### config.mk
export PLATFORM = sky130hd
export DESIGN_NAME = event_irq_ctrl
export DESIGN_NICKNAME = d
export VERILOG_FILES = /design/src/rtl/event_irq_ctrl.sv
export SDC_FILE = /design/constraint.sdc
export NUM_CORES = 1
export LEC_CHECK = 0
export CORE_AREA = 2 2 151 153
export CTS_BUF_LIST = sky130_fd_sc_hd__clkbuf_8
export DETAILED_ROUTE_END_ITERATION = 6
export DIE_AREA = 0 0 153 155
export PLACE_DENSITY = 0.73
export SYNTH_ARGS = -nofsm -noshare
export SYNTH_HDL_FRONTEND = slang
export SYNTH_SLANG_ARGS = --single-unit
### constraint.sdc
create_clock -name HCLK -period 2.7 [get_ports HCLK]
set_input_delay 0.405 -clock HCLK [delete_from_list [all_inputs] [get_ports HCLK]]
set_output_delay 0.405 -clock HCLK [all_outputs]
set_load 0.01 [all_outputs]
### src/rtl/event_irq_ctrl.sv
// ---------------------------------------------------------------------------
// event_irq_ctrl
//
// Per-core interrupt/event collector in front of the sleep controller.
// 32 interrupt lines and 32 event lines are rising-edge detected into
// pending registers. APB-programmable masks gate the pending bits onto
// the irq_o / event_o wake-up pair. The lowest-index enabled pending
// interrupt is presented on irq_id_o and is cleared by irq_ack_i.
//
// APB handshake: a transfer's access phase is PSEL & PENABLE. PREADY is
// always 1, so every access completes in that cycle. Writes commit on the
// clock edge that ends the access phase. Read data is combinational
// during the access phase and 0 at all other times.
//
// Ports
//   HCLK, HRESETn        clock, asynchronous active-low reset
//   PADDR, PWDATA,       APB slave; PADDR[4:2] selects one of 8 words,
//   PWRITE, PSEL,        and addresses above 0x1C read 0 and ignore
//   PENABLE              writes
//   PRDATA, PREADY,      APB response (PREADY=1, PSLVERR=0)
//   PSLVERR
//   irq_lines_i          interrupt sources, active-high, HCLK domain
//   event_lines_i        event sources, active-high, HCLK domain
//   irq_ack_i            single-cycle acknowledge of irq_id_o
//   irq_o                any enabled interrupt pending
//   irq_id_o             lowest-index enabled pending interrupt (0 if none)
//   event_o              any enabled event pending
//
// Register map (word offsets)
//   0x00 IRQ_MASK R/W   0x04 IRQ_PEND RO   0x08 IRQ_SET W1S   0x0C IRQ_CLR W1C
//   0x10 EVT_MASK R/W   0x14 EVT_PEND RO   0x18 EVT_SET W1S   0x1C EVT_CLR W1C
//
// APB_ADDR_WIDTH must be at least 6 because address bits above bit 4 are
// decoded.
// ---------------------------------------------------------------------------
module event_irq_ctrl #(
    parameter int APB_ADDR_WIDTH = 12
) (
    input  logic                      HCLK,
    input  logic                      HRESETn,
    input  logic [APB_ADDR_WIDTH-1:0] PADDR,
    input  logic [31:0]               PWDATA,
    input  logic                      PWRITE,
    input  logic                      PSEL,
    input  logic                      PENABLE,
    output logic [31:0]               PRDATA,
    output logic                      PREADY,
    output logic                      PSLVERR,
    input  logic [31:0]               irq_lines_i,
    input  logic [31:0]               event_lines_i,
    input  logic                      irq_ack_i,
    output logic                      irq_o,
    output logic [4:0]                irq_id_o,
    output logic                      event_o
);

    localparam logic [2:0] REG_IRQ_MASK = 3'd0;
    localparam logic [2:0] REG_IRQ_PEND = 3'd1;
    localparam logic [2:0] REG_IRQ_SET  = 3'd2;
    localparam logic [2:0] REG_IRQ_CLR  = 3'd3;
    localparam logic [2:0] REG_EVT_MASK = 3'd4;
    localparam logic [2:0] REG_EVT_PEND = 3'd5;
    localparam logic [2:0] REG_EVT_SET  = 3'd6;
    localparam logic [2:0] REG_EVT_CLR  = 3'd7;

    logic [31:0] irq_mask;
    logic [31:0] irq_pend;
    logic [31:0] evt_mask;
    logic [31:0] evt_pend;
    logic [31:0] irq_prev;
    logic [31:0] evt_prev;

    logic        addr_hit;
    logic [2:0]  reg_sel;
    logic        wr_en;
    logic        rd_en;
    logic [31:0] irq_rise;
    logic [31:0] evt_rise;
    logic [31:0] irq_set;
    logic [31:0] irq_clr;
    logic [31:0] evt_set;
    logic [31:0] evt_clr;
    logic [31:0] irq_ack_clr;
    logic [31:0] irq_active;

    // Byte-lane bits carry no meaning in a word-only register file.
    logic unused_paddr;
    assign unused_paddr = ^PADDR[1:0];

    assign PREADY  = 1'b1;
    assign PSLVERR = 1'b0;

    // Only the first 32 bytes are mapped; higher words must not alias.
    assign addr_hit = (PADDR[APB_ADDR_WIDTH-1:5] == '0);
    assign reg_sel  = PADDR[4:2];
    assign wr_en    = PSEL & PENABLE & PWRITE & addr_hit;
    assign rd_en    = PSEL & PENABLE & ~PWRITE & addr_hit;

    assign irq_rise = irq_lines_i & ~irq_prev;
    assign evt_rise = event_lines_i & ~evt_prev;

    assign irq_set = (wr_en && reg_sel == REG_IRQ_SET) ? PWDATA : '0;
    assign irq_clr = (wr_en && reg_sel == REG_IRQ_CLR) ? PWDATA : '0;
    assign evt_set = (wr_en && reg_sel == REG_EVT_SET) ? PWDATA : '0;
    assign evt_clr = (wr_en && reg_sel == REG_EVT_CLR) ? PWDATA : '0;

    // An acknowledge with nothing enabled pending must not clear bit 0,
    // which is what irq_id_o shows when idle.
    assign irq_ack_clr = (irq_ack_i && irq_o) ? (32'd1 << irq_id_o) : '0;

    assign irq_active = irq_pend & irq_mask;
    assign irq_o      = |irq_active;
    assign event_o    = |(evt_pend & evt_mask);

    // Lowest set bit wins: scanning downward leaves the smallest index.
    always_comb begin
        irq_id_o = '0;
        for (int i = 31; i >= 0; i--) begin
            if (irq_active[i]) begin
                irq_id_o = 5'(i);
            end
        end
    end

    always_comb begin
        PRDATA = '0;
        if (rd_en) begin
            case (reg_sel)
                REG_IRQ_MASK: PRDATA = irq_mask;
                REG_IRQ_PEND: PRDATA = irq_pend;
                REG_EVT_MASK: PRDATA = evt_mask;
                REG_EVT_PEND: PRDATA = evt_pend;
                default:      PRDATA = '0;
            endcase
        end
    end

    // Set and rise are OR-ed in after clears so they win on a collision.
    always_ff @(posedge HCLK or negedge HRESETn) begin
        if (!HRESETn) begin
            irq_mask <= '0;
            irq_pend <= '0;
            evt_mask <= '0;
            evt_pend <= '0;
            irq_prev <= '0;
            evt_prev <= '0;
        end else begin
            irq_prev <= irq_lines_i;
            evt_prev <= event_lines_i;
            irq_pend <= (irq_pend & ~irq_clr & ~irq_ack_clr) | irq_rise | irq_set;
            evt_pend <= (evt_pend & ~evt_clr) | evt_rise | evt_set;
            if (wr_en && reg_sel == REG_IRQ_MASK) begin
                irq_mask <= PWDATA;
            end
            if (wr_en && reg_sel == REG_EVT_MASK) begin
                evt_mask <= PWDATA;
            end
        end
    end

endmodule
; ---- Yosys cells after proc, flatten, opt, wreduce, memory -nomap -nowiden
; Cells that the tools add are included.
[word_totals]
register_bits = 192
out_inout_bits = 41
wordCells = 86
[op_classes]
eq_ne = 7
shifts = 1
n_mux = 39
n_bitwise = 22
n_reduce_logical = 11
[op_table]
columns = operator, count
row1 = $and 32x32->32, 7
row2 = $mux 32, 6
row3 = $mux 5, 32
row4 = $not 32->32, 5
row5 = $or 32x32->32, 4
row6 = $pmux 32 s4, 1
row7 = $reduce_or 32->1, 2
row8 = $shl 1x5->32 const A, 1
row9 = $eq 3x3->1 const B, 4
row10 = $logic_and 1x1->1, 7
row11 = $logic_not 7->1, 1
row12 = $eq 3x2->1 const B, 2
row13 = $and 1x1->1, 5
row14 = $eq 3x1->1 const B, 1
row15 = $logic_not 3->1, 1
row16 = $not 1->1, 1

; ---- Logic depth before layout (Yosys ltp)
[depth]
depth_word = 39
mapped_depth = 8
depth_no_buf = 7

; ---- Worst setup path before layout
; No wires, ideal clock.
[synth_path]
kind = input port to flip-flop
start = input port PADDR[7]
end = register evt_mask[10]
setup_time_ns = 0.125
arrival_time_ns = 2.380
t_required_ns = 2.575
setup_slack_ns = 0.195
path_stages = 6
path_buffers = 2
path_cell_list = or4_1 > or4_1 > buf_4 > nor4_4 > buf_2 > mux2_2
[synth_between]
elab_chain_len = 3
[synth_lines]
columns = item, line_no
row1 = from (decl), 41  ; input logic [APB_ADDR_WIDTH-1:0] PADDR,
row2 = $logic_not 7->1, 94  ; assign addr_hit = (PADDR[APB_ADDR_WIDTH-1:5] == '0);
row3 = $and 1x1->1, 96  ; assign wr_en = PSEL & PENABLE & PWRITE & addr_hit;
row4 = $logic_and 1x1->1, 155  ; if (wr_en && reg_sel == REG_EVT_MASK) begin
row5 = to (signal assigned), 143  ; evt_mask <= '0;
row6 = to (signal assigned), 156  ; evt_mask <= PWDATA;
row7 = to (decl), 68  ; logic [31:0] evt_mask;
; No other way between the ends.
; A chain may end at the register's enable or synchronous reset.

; ---- Final worst setup path
[layout_path]
start = input port PADDR[7]
end = output port PRDATA[4]
[layout_between]
elab_chain_len = 3
[layout_lines]
columns = item, line_no
row1 = $logic_not 7->1, 94
row2 = $and 1x1->1, 97  ; assign rd_en = PSEL & PENABLE & ~PWRITE & addr_hit;
row3 = $mux 32, 127  ; if (rd_en) begin
row4 = to (decl), 46  ; output logic [31:0] PRDATA,
; No other way between the ends.

==> flow_metrics.tcl <==
set metrics [dict create \
    status "finished, violations left" \
    violations "negative setup slack" \
    critPathKind "in2out" \
    syn_nets 937 \
    coreArea_mm2 0.0222 \
    placed_cell_area_mm2 0.0114 \
    final.setup.worst_slack_ps -52.2 \
    finalSetupViolCount 21 \
    dp_hpwl_um 20800 \
    yosysWarnings 0 \
    powerDensity_mw_per_mm2 465 \
    synth_compound_area_share_pct 23.3 \
    met3_usage_pct 4.96 \
    area_growth_pct 32.9 \
    vias 7960 \
    power.internal_uw 4240 \
    reg2reg_depth 7 \
    slew_headroom_pct 55.3 \
    die_w_um 153 \
    gr-usage-met1_pct 33.2 \
    synth-seq-cells 192 \
    hold_viol 0 \
    hold_path_class "in2reg" \
    path_clk_slew_ps 90 \
    gr-usage-all-layers_pct 25.0 \
    syn_area_mm2 0.00910 \
    numCtsBuffers 17 \
    hold_depth 1 \
    grt_pass1_wl_um 45300 \
    ctsLongestPathBuffers 2 \
    grt_util_met2_pct 40.2 \
    cts_root_buf "clkbuf_8" \
    final_net_count 1142 \
    switchingPower_uw 1390 \
    slew_violations 0 \
    synth_area_per_cell_um2 11.1 \
    fin_crit_ps 2750 \
    drive_above_1_share_pct 26.3 \
    p_seq_share_pct 52.5 \
    tightest_slew_ps 670 \
    crit_chain "clkbuf_2 -> or4_4 -> or3_1 -> or3_4 -> buf_8 -> buf_12 -> a21oi_2 -> buf_2" \
    die_area_mm2 0.0237 \
    num_io_pins 155 \
    rr_startpoint "irq_pend[1]$_DFF_PN0_" \
    die_y_um 155 \
    fillCellCount 1964 \
    antenna_found_initial 0 \
    ys.flop_type "dfrtp_1" \
    wl_um 29500 \
    grt_pass1_vias 7795 \
    async_reset_ff_share_pct 100 \
    worst_skew_pair.late_latency_ps 480 \
    synth_cells 823 \
    critPathMaxStageDelay_ps 520 \
    crit_arrival_ps 2350 \
    grt_max_degree 77 \
    holdPathEnd "evt_prev[14]$_DFF_PN0_" \
    gp_congestion 0.891 \
    r2r-end "irq_pend[21]$_DFF_PN0_" \
    overflow 0 \
    crit_path_end_kind "primary output" \
    io_buffers 150 \
    numClockSinks 192 \
    via_per_inst 6.01 \
    cp_max_fo 7 \
    synth_xor_area_share_pct 0 \
    leakage_uw 0.00490 \
    crit_buf_inv 4 \
    ir_drop_mv 0.280 \
    cts_tree "yes" \
    ys_types 52 \
    synth_fa_ha_area_share_pct 0 \
    final_area_mm2 0.0121 \
    htree_levels 4 \
    path_delay_family "simple AND/OR/NAND/NOR gates" \
    synth_edf_count 0 \
    wl_per_cell_um 22.2 \
    swShare_pct 24.6 \
    cpMaxStageDelayCell "or4_4" \
    fmax_mhz 363 \
    synthSimpleGateAreaFrac_pct 13.5 \
    busiest_layer "met2" \
    synth_top_family_by_area "compound AO/OA/AOI/OAI gates" \
    p_comb_share_pct 10.6 \
    synth.area.mux_share_pct 7.92 \
    drt-initial-drc-count 794 \
    worst_clock_skew_ps 14.5 \
    drtAntennaViolNets 0 \
    finalCritPeriodShare_pct 102 \
    drc 0 \
    rrSetupSlack_ps 210 \
    rsz0062_at_grt "yes" \
    firstDrtPassIters 5 \
    power.share.clock_pct 37.0 \
    start_util_pct 40.9 \
    crit_path_start_kind "input port" \
    rows 55 \
    whs_ps 370 \
    seq_area_frac_synth_pct 52.8 \
    cp.required_ps 2300 \
    antenna_cells 0 \
    drv_cap 0 \
    min_from "event_lines_i[14]" \
]
==> worst max-delay path by stage <==
stage / startpoint / end / slack (ps) / cells after the start
2_1_floorplan: PADDR[7] / evt_mask[10]$_DFFE_PN0P_ / 200 / 6
3_3_place_gp: PADDR[7] / PRDATA[5] / -680 / 7
3_5_place_dp: PADDR[7] / PRDATA[29] / -700 / 7
4_1_cts: PADDR[11] / PRDATA[4] / -140 / 8
5_1_grt: PADDR[7] / PRDATA[9] / -80 / 8
6_report: PADDR[7] / PRDATA[4] / -50 / 8
==> cells by family after synthesis <==
kind of cell	Yosys count
DFF	192
and+or+nand+nor	228
buffers and inverters	45
muxes	64
other	2
AOI/OAI and AO/OA	292
==> registers in the layout (all words and copies together), names as in the netlist <==
register	count
irq_pend	32
evt_mask	32
irq_mask	32
evt_pend	32
irq_prev	32
evt_prev	32
==> repair_timing <==
| item | in CTS | in global routing |
|---|---|---|
| pin swaps | 7 | 11 |
| cloned | 4 | 0 |
| endpoints found under the setup margin | 39 | 41 |
| gates resized for setup | 213 | 21 |
| hold buffers | 1 | 0 |
| endpoints found under the hold margin | 71 | 0 |
| buffers inserted | 7 | 3 |
==> stage by stage <==
step | util [%] | total power [uW] | setup TNS, ps | cells | setup WS, ps
global placement | 51.2 | 3580 | -59360 | 1280 | -682
global route | 54.4 | 5840 | -1610 | 1325 | -84.5
CTS | 54.2 | 5650 | -3490 | 1323 | -138
floorplan | - | 3170 | 0 | 823 | 195
detailed placement | 51.2 | 3590 | -58710 | 1280 | -703
finish | 54.4 | 5630 | -504 | 1325 | -52.2
==> routing by layer <==
metal / wire length [um] / up-vias
met3: 1990 / 71
met1: 12200 / 3997
met4: 1200 / 0
met2: 14100 / 364
met5: 0 / -
li1: - / 3528
==> area by class of cell <==
class                           instances  area [um2]  share of cell area, %
Clock inverter                         13         184                   1.52
Timing Repair Buffer                  227        2140                   17.7
Multi-Input combinational cell        586        4340                   35.9
Tap cell                              285         357                   2.95
Inverter                                4        15.0                  0.124
Clock buffer                           18         248                   2.05
Sequential cell                       192        4810                   39.7
==> cells in the mapped netlist, drive strengths merged (2+ instances only) <==
cell     count  area (um2)
dfrtp      192        4800
a22oi       92         691
nand2       92         345
a21oi       88         440
nor2b       65         407
mux2        64         721
a221o       33         330
a21boi      25         188
buf         22         129
clkbuf      19        71.3
and3        15        93.8
nand3       11        55.1
nor3        11        76.3
a22o        10        87.6
nor3b        9        67.6
nand4        6        37.5
a2111oi      5        43.8
a211oi       4        30.0
a21bo        4        40.0
a32o         4        40.0
and2         4        25.0
inv          4        15.0
o2111ai      4        35.0
o21a         4        30.0
a2bb2oi      3        26.3
nor2         3        11.3
or4          3        22.5
a2111o       2        22.5
a221oi       2        17.5
a31oi        2        12.5
conb         2        7.51
nand2b       2        12.5
nor4         2        42.5
o21ai        2        10.0
o21ba        2        20.0
or3          2        12.5
==> cells in the final DEF, fill, tap and decap left out, types with 4 or more instances in the layout <==
master and n:
buf_12 13, a22o_1 10, buf_6 5, inv_1 4
mux2_1 4, a21boi_0 7, nor3_2 5, clkbuf_8 19
buf_2 32, a21boi_1 18, inv_6 4, a22oi_2 4
nand3_1 11, bufinv_16 4, buf_4 59, mux2_2 60
a2111oi_0 5, and3_1 15, nor3b_1 7, clkdlybuf4s50_1 104
nand4_1 6, nand2_1 91, o21a_1 4, dlygate4sd2_1 4
a221o_1 33, nor2b_1 65, a21oi_2 31, a32o_1 4
a21oi_1 55, dfrtp_1 191, a21bo_2 4, a22oi_1 88
==> power groups by stage <==
stage | Sequential, uW | Combinational, uW | Clock (uW)
2_1_floorplan | 3000 | 170 | 0
3_3_place_gp | 3010 | 576 | 0
3_5_place_dp | 3010 | 580 | 0
4_1_cts | 2950 | 591 | 2100
5_1_grt | 2960 | 638 | 2240
6_report | 2950 | 594 | 2080
Note: power is estimated with default switching activity, not from simulation.
